--- config.mk ---
export PLATFORM = sky130hd
export DESIGN_NAME = sr_cmd_debouncer
export DESIGN_NICKNAME = d
export VERILOG_FILES = /design/src/rtl/sr_cmd_pkg.sv /design/src/rtl/sr_btn_debounce.sv /design/src/rtl/sr_cmd_debouncer.sv
export SDC_FILE = /design/constraint.sdc
export NUM_CORES = 1
export LEC_CHECK = 0
export CAP_MARGIN = 20
export CORE_UTILIZATION = 50
export CTS_CLUSTER_SIZE = 20
export DETAILED_ROUTE_END_ITERATION = 6
export GPL_TIMING_DRIVEN = 0
export PLACE_DENSITY = 0.74
export SYNTH_ARGS = -nofsm -noshare
export SYNTH_HDL_FRONTEND = slang
export SYNTH_HIERARCHICAL = 1
export SYNTH_SLANG_ARGS = --single-unit
--- constraint.sdc ---
create_clock -name CLK -period 2.15 [get_ports CLK]
set_clock_uncertainty 0.1 [all_clocks]
set_input_delay 0.43 -clock CLK [delete_from_list [all_inputs] [get_ports CLK]]
set_output_delay 0.43 -clock CLK [all_outputs]
set_load 0.02 [all_outputs]
--- src/rtl/sr_cmd_pkg.sv ---
// sr_cmd_pkg: shared state encoding and default timing constants for the
// SR flip-flop command front end.
package sr_cmd_pkg;

  localparam int unsigned DEF_DEBOUNCE_CYCLES = 4;
  localparam int unsigned DEF_PULSE_CYCLES    = 2;

  typedef enum logic [1:0] {
    ST_IDLE    = 2'd0,
    ST_DRIVE_S = 2'd1,
    ST_DRIVE_R = 2'd2,
    ST_HOLDOFF = 2'd3
  } sr_state_e;

endpackage

--- src/rtl/sr_btn_debounce.sv ---
// sr_btn_debounce: two-flop synchronizer, stability counter and rising-edge
// detect for one raw push-button. rise is a one-cycle registered pulse on each
// debounced 0->1 transition; releases produce nothing.
module sr_btn_debounce
  import sr_cmd_pkg::*;
#(
  parameter int unsigned DEBOUNCE_CYCLES = DEF_DEBOUNCE_CYCLES,
  parameter int unsigned CNT_W           = 16
) (
  input  logic clk,
  input  logic rst_n,
  input  logic btn,
  output logic rise
);

  localparam logic [CNT_W-1:0] CNT_LAST = CNT_W'(DEBOUNCE_CYCLES - 1);

  logic             sync_q1;
  logic             sync_q2;
  logic             level_q;
  logic [CNT_W-1:0] cnt_q;

  // Bring the asynchronous button into the clock domain
  always_ff @(posedge clk or negedge rst_n) begin
    if (!rst_n) begin
      sync_q1 <= 1'b0;
      sync_q2 <= 1'b0;
    end else begin
      sync_q1 <= btn;
      sync_q2 <= sync_q1;
    end
  end

  // Debounced level flips only after DEBOUNCE_CYCLES consecutive differing samples
  always_ff @(posedge clk or negedge rst_n) begin
    if (!rst_n) begin
      level_q <= 1'b0;
      cnt_q   <= '0;
      rise    <= 1'b0;
    end else begin
      rise <= 1'b0;
      if (sync_q2 == level_q) begin
        cnt_q <= '0;
      end else if (cnt_q == CNT_LAST) begin
        level_q <= sync_q2;
        cnt_q   <= '0;
        rise    <= sync_q2;
      end else begin
        cnt_q <= cnt_q + 1'b1;
      end
    end
  end

endmodule

--- src/rtl/sr_cmd_debouncer.sv ---
// sr_cmd_debouncer: debounces the set/reset buttons and issues fixed-width,
// mutually exclusive S/R pulses to the downstream SR flip-flop.
// Build option SR_CMD_RESET_PRIORITY_EN: when both requests are pending at
// once, serve the reset first and keep the set queued; otherwise drop both.
module sr_cmd_debouncer
  import sr_cmd_pkg::*;
#(
  parameter int unsigned DEBOUNCE_CYCLES = DEF_DEBOUNCE_CYCLES,
  parameter int unsigned PULSE_CYCLES    = DEF_PULSE_CYCLES,
  parameter int unsigned CNT_W           = 16
) (
  input  logic CLK,
  input  logic RST_N,
  input  logic BTN_SET,
  input  logic BTN_RST,
  output logic S,
  output logic R,
  output logic BUSY,
  output logic CONFLICT
);

  localparam logic [7:0] PULSE_LAST = 8'(PULSE_CYCLES - 1);

  sr_state_e  state_q;
  logic [7:0] pcnt_q;
  logic       rise_s;
  logic       rise_r;
  logic       pend_s;
  logic       pend_r;
  logic       take_s;
  logic       take_r;
  logic       clr_s;
  logic       clr_r;
  logic       conflict_now;

  sr_btn_debounce #(
    .DEBOUNCE_CYCLES (DEBOUNCE_CYCLES),
    .CNT_W           (CNT_W)
  ) u_deb_set (
    .clk   (CLK),
    .rst_n (RST_N),
    .btn   (BTN_SET),
    .rise  (rise_s)
  );

  sr_btn_debounce #(
    .DEBOUNCE_CYCLES (DEBOUNCE_CYCLES),
    .CNT_W           (CNT_W)
  ) u_deb_rst (
    .clk   (CLK),
    .rst_n (RST_N),
    .btn   (BTN_RST),
    .rise  (rise_r)
  );

  // Decide which pending request is accepted this cycle and which flags clear
  always_comb begin
    take_s       = 1'b0;
    take_r       = 1'b0;
    clr_s        = 1'b0;
    clr_r        = 1'b0;
    conflict_now = 1'b0;
    if (state_q == ST_IDLE || state_q == ST_HOLDOFF) begin
      if (pend_s && pend_r) begin
        conflict_now = 1'b1;
`ifdef SR_CMD_RESET_PRIORITY_EN
        take_r = 1'b1;
        clr_r  = 1'b1;
`else
        clr_s  = 1'b1;
        clr_r  = 1'b1;
`endif
      end else if (pend_s) begin
        take_s = 1'b1;
        clr_s  = 1'b1;
      end else if (pend_r) begin
        take_r = 1'b1;
        clr_r  = 1'b1;
      end
    end
  end

  // Pending flags: a new debounced edge always sets (wins over a same-cycle clear)
  always_ff @(posedge CLK or negedge RST_N) begin
    if (!RST_N) begin
      pend_s <= 1'b0;
      pend_r <= 1'b0;
    end else begin
      pend_s <= rise_s | (pend_s & ~clr_s);
      pend_r <= rise_r | (pend_r & ~clr_r);
    end
  end

  // Pulse FSM with registered S/R/BUSY/CONFLICT.
  // HOLDOFF exits through the same acceptance as IDLE so a queued request
  // starts right after the single S=R=0 cycle without BUSY dropping.
  always_ff @(posedge CLK or negedge RST_N) begin
    if (!RST_N) begin
      state_q  <= ST_IDLE;
      pcnt_q   <= '0;
      S        <= 1'b0;
      R        <= 1'b0;
      BUSY     <= 1'b0;
      CONFLICT <= 1'b0;
    end else begin
      CONFLICT <= conflict_now;
      case (state_q)
        ST_IDLE, ST_HOLDOFF: begin
          pcnt_q <= PULSE_LAST;
          S      <= take_s;
          R      <= take_r;
          BUSY   <= take_s | take_r;
          if (take_s)      state_q <= ST_DRIVE_S;
          else if (take_r) state_q <= ST_DRIVE_R;
          else             state_q <= ST_IDLE;
        end
        ST_DRIVE_S, ST_DRIVE_R: begin
          if (pcnt_q == '0) begin
            state_q <= ST_HOLDOFF;
            S       <= 1'b0;
            R       <= 1'b0;
          end else begin
            pcnt_q <= pcnt_q - 1'b1;
          end
        end
        default: begin
          state_q <= ST_IDLE;
          S       <= 1'b0;
          R       <= 1'b0;
          BUSY    <= 1'b0;
        end
      endcase
    end
  end

endmodule

==> reports/results.tsv, run 1 <==
stage	metric	value	unit
run_status	status	finished clean	
timing	Fmax	0.514	GHz
timing	relative slew slack	53.6	%
synthesis	async set-reset flop share out of synthesis	100	%
timing	minimum clock period after layout	1.95	ns
finish	Non-Filler Instances	337	
timing	final worst-path cycle share	90.6	%
finish	commonest non-fill, non-tap cells in the layout	56 x dfrtp_1, 31 x nor2_1, 23 x xnor2_1	
flow_run	total of max-cap violations	0	
global_routing	first-pass GRT wire length	8150	um
cts	root buffer cell	clkbuf_8	
detailed_routing	drt drc	0	
detailed_routing	DRT met1 WL	2310	um
hold_path	class of the most critical hold timing path	flop to flop	
finish	final layout net count	273	
floorplanning	Die Ht	76.1	um
place	DP HPWL	3040	um
global_routing	GRT Total Usage	17.4	%
global_routing	grt total ovfl	0	
finish	fill cell count	445	
setup_path	Worst Path Arrival	2.03	ns
detailed_routing	Routed Antenna Nets	0	
pwr	leakage power	0.00124	uW
place	Area after DPL	2920	um2
cts	CTS tree	done	
timing	WHS	0.253	ns
floorplanning	Initial Utilization	52.7	%
global_routing	pin count of the biggest net entering global routing	36	
timing	final setup fails	0	
setup_path	Critical Path RT	2.23	ns
cts	Clock Tree Buf Depth	2	
detailed_routing	met3 WL	104	um
setup_path	Worst Path Max Fanout	6	
detailed_routing	Routed wire per std cell	13.7	um
cts	clk sinks	56	
setup_path	crit-path leading delay family	simple AND/OR/NAND/NOR gates	
setup_path	crit path cell chain	inv_1, ha_1, nor4b_2, and2_1, o31ai_1	
global_routing	vias in the first global route	1805	
finish	share of cells above drive strength 1	16.1	%
synthesis	syn_area_per_cell	11.0	um2
detailed_routing	DRT Pass-1 Iters	4	
floorplanning	DIE WIDTH	76.1	um
synthesis	Yosys Warn Count	6	
timing	Final Max Slew Viols	0	
cts	Skew-Pair Late Insertion Delay	0.30	ns
floorplanning	I/O Pins	8	
cts	cts bufs inserted	5	
floorplanning	Die ar.	5790	um2
synthesis	post-synthesis cell count	250	
setup_path	critical path class	flop to flop	
finish	commonest non-fill, non-tap cell in the layout	dfrtp_1	
pwr	pwr dens	1010	nW/um2
place	RePlAce Congestion	0.735	
detailed_routing	routed wl met2	2170	um
setup_path	Crit path largest cell delay	0.50	ns
cts	Max H-tree Level	2	
synthesis	Synthesized Nets	257	
timing	RSZ-0062 raised after global routing	false	
setup_path	Worst setup EP type	flop	
global_routing	initial antenna violation count	0	
floorplanning	row count	26	
timing	slew of the pin with the lowest slew margin	0.691	ns
place	Post-Place Cells	328	
setup_path	CP Buf/Inv Count	1	
cts	clock-pin slew on the worst setup and hold paths	0.10	ns
synthesis	Synth Register Bits	56	
setup_path	CP max-delay cell	nor4b_2	
pwr	VDD IR max	491	uV
detailed_routing	DR iter-0 viols	123	
detailed_routing	vias	1851	
finish	post-layout util	58.3	%
synthesis	EDFF count, synth	0	
finish	Antenna Cells	0	
timing	Hold Vio Cnt, Final	0	
detailed_routing	post-DR vias/cell	5.49	
detailed_routing	drt total wl	4630	um
synthesis	ys flop type	dfrtp_1	
synthesis	Distinct cells, synth	46	
finish	cell area after layout	3040	um2
synthesis	Mapped Area	2750	um2
finish	Area growth, synth to finish	10.6	%
floorplanning	core area	5200	um2
setup_path	crit start category	flop	
place	port bufs	7	
detailed_routing	DR top layer	met4	
synthesis	sequential fraction of the synthesis area	51.0	%
cts	# resized after CTS	0	
worst paths after layout:
path	from	end	slack [ns]	cells past startpoint
worst max-delay path	pcnt_q[0]$_DFFE_PN0P_	pcnt_q[3]$_DFFE_PN0P_	0.20	5
worst min-delay path	u_deb_rst/sync_q1$_DFF_PN0_	u_deb_rst/sync_q2$_DFF_PN0_	0.25	0
worst max register to register	pcnt_q[0]$_DFFE_PN0P_	pcnt_q[3]$_DFFE_PN0P_	0.20	5
worst min register to register	u_deb_rst/sync_q1$_DFF_PN0_	u_deb_rst/sync_q2$_DFF_PN0_	0.25	0
max in group asynchronous	RST_N	u_deb_set/cnt_q[2]$_DFF_PN0_	0.86	3
min in group asynchronous	RST_N	pcnt_q[6]$_DFFE_PN0P_	0.52	2
cells in the mapped netlist, drive strengths merged, types with 4 or more instances:
library cell	n	area, um2
dfrtp	56	1400
o21ai	5	25.0
nand2	19	76.3
xor2	7	61.3
a21oi	5	25.0
xnor2	23	201
nor2	38	160
nor3	12	60.1
nor4	13	149
nand4	9	86.3
inv	8	30.0
nand3	10	85.1
or3	4	25.0
cells by family after synthesis:
| kind of cell | synth area share (%) |
|---|---|
| and+or+nand+nor | 28.7 |
| DFF | 51.0 |
| xor gates and xnor gates | 9.57 |
| AOI/OAI and AO/OA | 5.74 |
| buffers and inverters | 2.37 |
| muxes | 1.19 |
| adders and majority gates | 1.37 |
metrics by stage:
step                TNS (ns)  total power [uW]  setup slack, ns
finish                     0              3060            0.203
global placement      -65.17              2370            -1.17
CTS                        0              3090            0.213
detailed placement         0              2400            0.235
floorplan                  0              2130            0.481
global route               0              3260           0.0705
registers in the layout, indices dropped and copies added, names as in the netlist, 2 cells and up:
| register | cells |
|---|---|
| state_q | 2 |
| u_deb_rst/cnt_q | 16 |
| u_deb_set/cnt_q | 16 |
| pcnt_q | 8 |
per-layer routing:
metal,global-route usage [%],up-vias
met5,0,-
met4,5.38,0
met3,3.71,5
met2,28.1,24
met1,23.4,914
li1,-,908
power breakdown:
group	switching, uW	total, uW	internal, uW
registers	152	1370	1220
logic	613	1010	401
clock network	324	670	346
total	1090	3060	1970
area by class of cell:
cell class              instances  area (um2)  area share, %
inverters                       8        30.0          0.989
clock inverters                 2        35.0           1.15
plain buffers                   5        35.0           1.15
well taps                      70        87.6           2.89
flip-flops and latches         56        1400           46.2
multi-input cells             181        1280           42.1
repair buffers                  9        95.1           3.13
clock buffers                   6        72.6           2.39
repair_timing:
item / 4_1_cts / 5_1_grt
hold buffers: 1 / 0
hold endpoints to repair: 7 / 0
buffers inserted: 0 / 0
No activity file was read; power rests on OpenSTA's default activity.
==> inputs of run 2 (changes only) <==
==> constraint.sdc (replaced) <==
create_clock -name CLK -period 2.15 [get_ports CLK]
set_clock_uncertainty 0.1 [all_clocks]
set_input_delay 0.43 -clock CLK [delete_from_list [all_inputs] [get_ports CLK]]
set_output_delay 0.43 -clock CLK [all_outputs]
set_load 0.1 [all_outputs]
==> reports/results.tsv, run 2 (synthesized netlist as in run 1, its figures left out) <==
stage	metric	value	unit
place	DP HPWL	3040	um
setup_path	Worst setup EP type	output port	
detailed_routing	DR iter-0 viols	123	
timing	relative slew slack	37.1	%
finish	final layout net count	273	
hold_path	class of the most critical hold timing path	flop to flop	
finish	Antenna Cells	0	
cts	clk sinks	56	
timing	Fmax	0.489	GHz
timing	final setup fails	0	
finish	FF/Latch Area	1400	um2
finish	Area growth, synth to finish	10.4	%
setup_path	Worst Path Max Fanout	2	
cts	cts bufs inserted	5	
timing	Sum Neg Setup Slack	0	ns
timing	slew of the pin with the lowest slew margin	0.948	ns
detailed_routing	DRT Pass-1 Iters	4	
finish	commonest non-fill, non-tap cell in the layout	dfrtp_1	
pwr	VDD IR max	601	uV
setup_path	CP Buf/Inv Count	1	
finish	commonest non-fill, non-tap cells in the layout	56 x dfrtp_1, 31 x nor2_1, 23 x xnor2_1	
global_routing	initial antenna violation count	0	
setup_path	crit-path leading delay family	buffers and inverters	
timing	Final Max Slew Viols	0	
pwr	leakage power	0.00126	uW
cts	Clock Tree Buf Depth	2	
timing	minimum clock period after layout	2.04	ns
place	port bufs	7	
cts	root buffer cell	clkbuf_8	
timing	final worst-path cycle share	95.1	%
setup_path	crit path cell chain	dlygate4sd2_1	
floorplanning	Die ar.	5790	um2
finish	share of cells above drive strength 1	16.1	%
timing	RSZ-0062 raised after global routing	false	
finish	cell area after layout	3030	um2
place	post-place setup slack	0.156	ns
finish	post-layout util	58.2	%
global_routing	first-pass GRT wire length	8150	um
floorplanning	row count	26	
global_routing	grt total ovfl	0	
floorplanning	core area	5200	um2
timing	Hold Vio Cnt, Final	0	
cts	CTS tree	done	
detailed_routing	drt drc	0	
finish	area of the multi-input gates	1280	um2
global_routing	vias in the first global route	1805	
global_routing	pin count of the biggest net entering global routing	36	
cts	total setup buffers inserted after CTS	0	
setup_path	Crit path largest cell delay	0.85	ns
place	RePlAce Congestion	0.735	
detailed_routing	Routed wire per std cell	13.7	um
finish	leading registers by flop count	u_deb_rst/cnt_q: 16 flops, u_deb_set/cnt_q: 16 flops, pcnt_q: 8 flops	
cts	clock-pin slew on the worst setup and hold paths	0.10	ns
detailed_routing	Routed Antenna Nets	0	
floorplanning	Initial Utilization	52.7	%
setup_path	critical path class	flop to output port	
detailed_routing	vias	1852	
finish	fill cell count	447	
pwr	pwr dens	1040	nW/um2
timing	Setup WS post-layout	0.106	ns
cts	Max H-tree Level	2	
cts	Skew-Pair Late Insertion Delay	0.30	ns
global_routing	GRT Total Usage	17.4	%
detailed_routing	drt total wl	4620	um
run_status	status	finished clean	
setup_path	CP max-delay cell	dlygate4sd2_1	
floorplanning	I/O Pins	8	
setup_path	Worst Path Arrival	1.51	ns
setup_path	Critical Path RT	1.62	ns
floorplanning	DIE WIDTH	76.1	um
flow_run	total of max-cap violations	0	
setup_path	crit start category	flop	
floorplanning	Die Ht	76.1	um
pwr	Tot Pwr	3160	uW
place	Area after DPL	2920	um2
detailed_routing	post-DR vias/cell	5.50	
==> run 2: cell types whose count changed in the layout (fill, tap and decap cells not counted) <==
cell             previous run  this run
dlygate4sd2_1               0         4
clkdlybuf4s50_1             6         2
==> run 2: path summary, 6_finish.rpt <==
kind,slack (ns),cells past startpoint,start,to
worst max-delay path,0.11,1,R$_DFFE_PN0P_,R
worst min-delay path,0.25,0,u_deb_rst/sync_q1$_DFF_PN0_,u_deb_rst/sync_q2$_DFF_PN0_
worst max register to register,0.20,5,pcnt_q[0]$_DFFE_PN0P_,pcnt_q[3]$_DFFE_PN0P_
worst min register to register,0.25,0,u_deb_rst/sync_q1$_DFF_PN0_,u_deb_rst/sync_q2$_DFF_PN0_
max in group asynchronous,0.86,3,RST_N,u_deb_set/cnt_q[2]$_DFF_PN0_
min in group asynchronous,0.52,2,RST_N,pcnt_q[6]$_DFFE_PN0P_
==> run 2: what timing repair did <==
action,4_1_cts,5_1_grt
gates resized for setup,4,0
endpoints found under the hold margin,7,0
hold buffers,1,0
setup endpoints to repair,4,0
==> run 2: power breakdown <==
part | total [uW] | internal (uW) | switching [uW]
Sequential | 1370 | 1220 | 151
Clock | 670 | 346 | 324
Combinational | 1120 | 386 | 738
Total | 3160 | 1950 | 1210
==> run 2: routing by layer <==
metal / vias up / part of all wire [%] / routed length, um / GRT usage (%)
met3: 5 / 2.6 / 119 / 3.71
met2: 22 / 47 / 2170 / 28.1
met4: 0 / 1.0 / 48 / 5.38
li1: 908 / - / - / -
met5: - / 0 / 0 / 0
met1: 917 / 49 / 2280 / 23.4
==> run 2: layout make-up <==
class | count | share of cell area, %
Multi-Input combinational cell | 181 | 42.2
Clock buffer | 6 | 2.39
Clock inverter | 2 | 1.16
Timing Repair Buffer | 9 | 2.97
Buffer | 5 | 1.16
Tap cell | 70 | 2.89
Sequential cell | 56 | 46.2
Inverter | 8 | 0.991
==> run 2: stage by stage <==
step,hold slack [ns],cells
global placement,0.232,327
global route,0.262,337
detailed placement,0.236,328
floorplan,0.0344,250
CTS,0.256,337
finish,0.253,337
==> inputs of run 3 (changes only) <==
--- a/config.mk
+++ b/config.mk
@@ -9,8 +9,8 @@
 export CORE_UTILIZATION = 50
 export CTS_CLUSTER_SIZE = 20
 export DETAILED_ROUTE_END_ITERATION = 6
-export GPL_TIMING_DRIVEN = 0
 export PLACE_DENSITY = 0.74
+export RECOVER_POWER = 100
 export SYNTH_ARGS = -nofsm -noshare
 export SYNTH_HDL_FRONTEND = slang
 export SYNTH_HIERARCHICAL = 1
==> reports/results.tsv, run 3 (synthesized netlist as in run 1, its figures left out) <==
stage	metric	value	unit
cts	Clock Tree Buf Depth	2	
floorplanning	row count	26	
place	RePlAce Congestion	0.733	
cts	cts bufs inserted	5	
setup_path	Worst setup EP type	flop	
floorplanning	I/O Pins	8	
timing	Hold Vio Cnt, Final	0	
run_status	status	finished clean	
setup_path	critical path class	flop to flop	
finish	post-layout util	56.8	%
setup_path	CP max-delay cell	dfrtp_1	
floorplanning	Die ar.	5790	um2
global_routing	initial antenna violation count	0	
global_routing	vias in the first global route	1751	
setup_path	Worst Path Arrival	1.94	ns
finish	leading registers by flop count	u_deb_rst/cnt_q: 16 flops, u_deb_set/cnt_q: 16 flops, pcnt_q: 8 flops	
finish	commonest non-fill, non-tap cell in the layout	dfrtp_1	
cts	Skew-Pair Late Insertion Delay	0.31	ns
detailed_routing	DR iter-0 viols	101	
setup_path	Crit path largest cell delay	0.41	ns
detailed_routing	drt drc	0	
global_routing	grt total ovfl	0	
pwr	pwr dens	1060	nW/um2
cts	clk sinks	56	
timing	relative slew slack	10.4	%
detailed_routing	DRT Pass-1 Iters	4	
detailed_routing	Routed Antenna Nets	0	
floorplanning	DIE WIDTH	76.1	um
cts	total setup buffers inserted after CTS	0	
finish	final layout net count	272	
floorplanning	Die Ht	76.1	um
timing	slew of the pin with the lowest slew margin	1.34	ns
finish	Non-Filler Instances	336	
detailed_routing	vias	1800	
setup_path	Critical Path RT	2.24	ns
timing	minimum clock period after layout	1.85	ns
flow_run	total of max-cap violations	0	
finish	share of cells above drive strength 1	15.0	%
setup_path	crit path cell chain	inv_1, ha_1, nor4b_1, and2_0, o21ai_0	
global_routing	GRT Total Usage	17.0	%
cts	CTS tree	done	
cts	clock-pin slew on the worst setup and hold paths	0.10	ns
cts	root buffer cell	clkbuf_8	
hold_path	class of the most critical hold timing path	flop to flop	
setup_path	internal reg-to-reg setup slack	0.30	ns
timing	final setup fails	0	
pwr	VDD IR max	571	uV
hold_path	Worst Min Path Start	u_deb_rst/sync_q1$_DFF_PN0_	
setup_path	Worst Path Max Fanout	6	
timing	final worst-path cycle share	85.9	%
floorplanning	Initial Utilization	52.7	%
detailed_routing	post-DR vias/cell	5.36	
detailed_routing	Routed wire per std cell	13.1	um
global_routing	first-pass GRT wire length	8020	um
finish	Antenna Cells	0	
cts	CTS hold repair buffers	0	
pwr	leakage power	0.00123	uW
place	port bufs	7	
finish	Area growth, synth to finish	7.61	%
place	DP HPWL	2980	um
timing	Final Max Slew Viols	0	
cts	Max H-tree Level	2	
timing	Fmax	0.541	GHz
cts	# resized after CTS	0	
finish	commonest non-fill, non-tap cells in the layout	56 x dfrtp_1, 33 x nor2_1, 23 x xnor2_1	
setup_path	crit start category	flop	
place	post-place setup slack	0.383	ns
timing	Sum Neg Setup Slack	0	ns
timing	RSZ-0062 raised after global routing	false	
setup_path	Reg-to-Reg Start	pcnt_q[0]$_DFFE_PN0P_	
setup_path	Worst setup startpoint	pcnt_q[0]$_DFFE_PN0P_	
place	Post-Place Cells	328	
timing	Setup WS post-layout	0.303	ns
floorplanning	core area	5200	um2
detailed_routing	drt total wl	4390	um
global_routing	pin count of the biggest net entering global routing	57	
## run 3: cell types whose count changed in the layout (fill, tap and decap cells not counted), sizes merged
cell,previous run,this run
buf,5,3
clkbuf,8,14
clkdlybuf4s50,2,0
dlygate4sd2,4,0
dlygate4sd3,1,2
## run 3: through the flow
step                hold slack (ns)  power, uW  area (um2)
detailed placement            0.236       2560        2910
global placement              0.232       2530        2910
floorplan                    0.0344       2250        2750
global route                  0.266       3330        2950
finish                        0.257       3120        2950
CTS                          0.0102       3240        3020
## run 3: power breakdown
group          internal [uW]  switching [uW]
logic                    358             706
clock network            346             327
registers               1220             163
## run 3: area by class of cell
type                    count  area, um2
clock buffers               6       72.6
well taps                  70       87.6
flip-flops and latches     56       1400
inverters                   8       30.0
multi-input cells         181       1250
repair buffers             13       76.3
fillers                   484       2250
clock inverters             2       35.0
## run 3: critical path: cells and delay by family (launching register included)
kind | cells | cell delay, ns
flops | 1 | 0.41
fa+ha+maj | 1 | 0.27
compound gates | 1 | 0.14
buf+inv | 1 | 0.08
simple gates | 2 | 0.72
## run 3: per-layer routing
metal | up-vias | global-route usage [%] | routed length, um
li1 | 910 | - | -
met1 | 859 | 23.0 | 2280
met2 | 27 | 27.4 | 1930
met3 | 4 | 3.59 | 127
met4 | 0 | 5.38 | 48
met5 | - | 0 | 0
## run 3: path summary, 6_finish.rpt
check,to,cells past startpoint
max,S$_DFFE_PN0P_,5
min,u_deb_rst/sync_q2$_DFF_PN0_,0
max reg2reg,S$_DFFE_PN0P_,5
min reg2reg,u_deb_rst/sync_q2$_DFF_PN0_,0
max in group asynchronous,u_deb_set/cnt_q[8]$_DFF_PN0_,2
min in group asynchronous,pcnt_q[2]$_DFFE_PN0P_,2
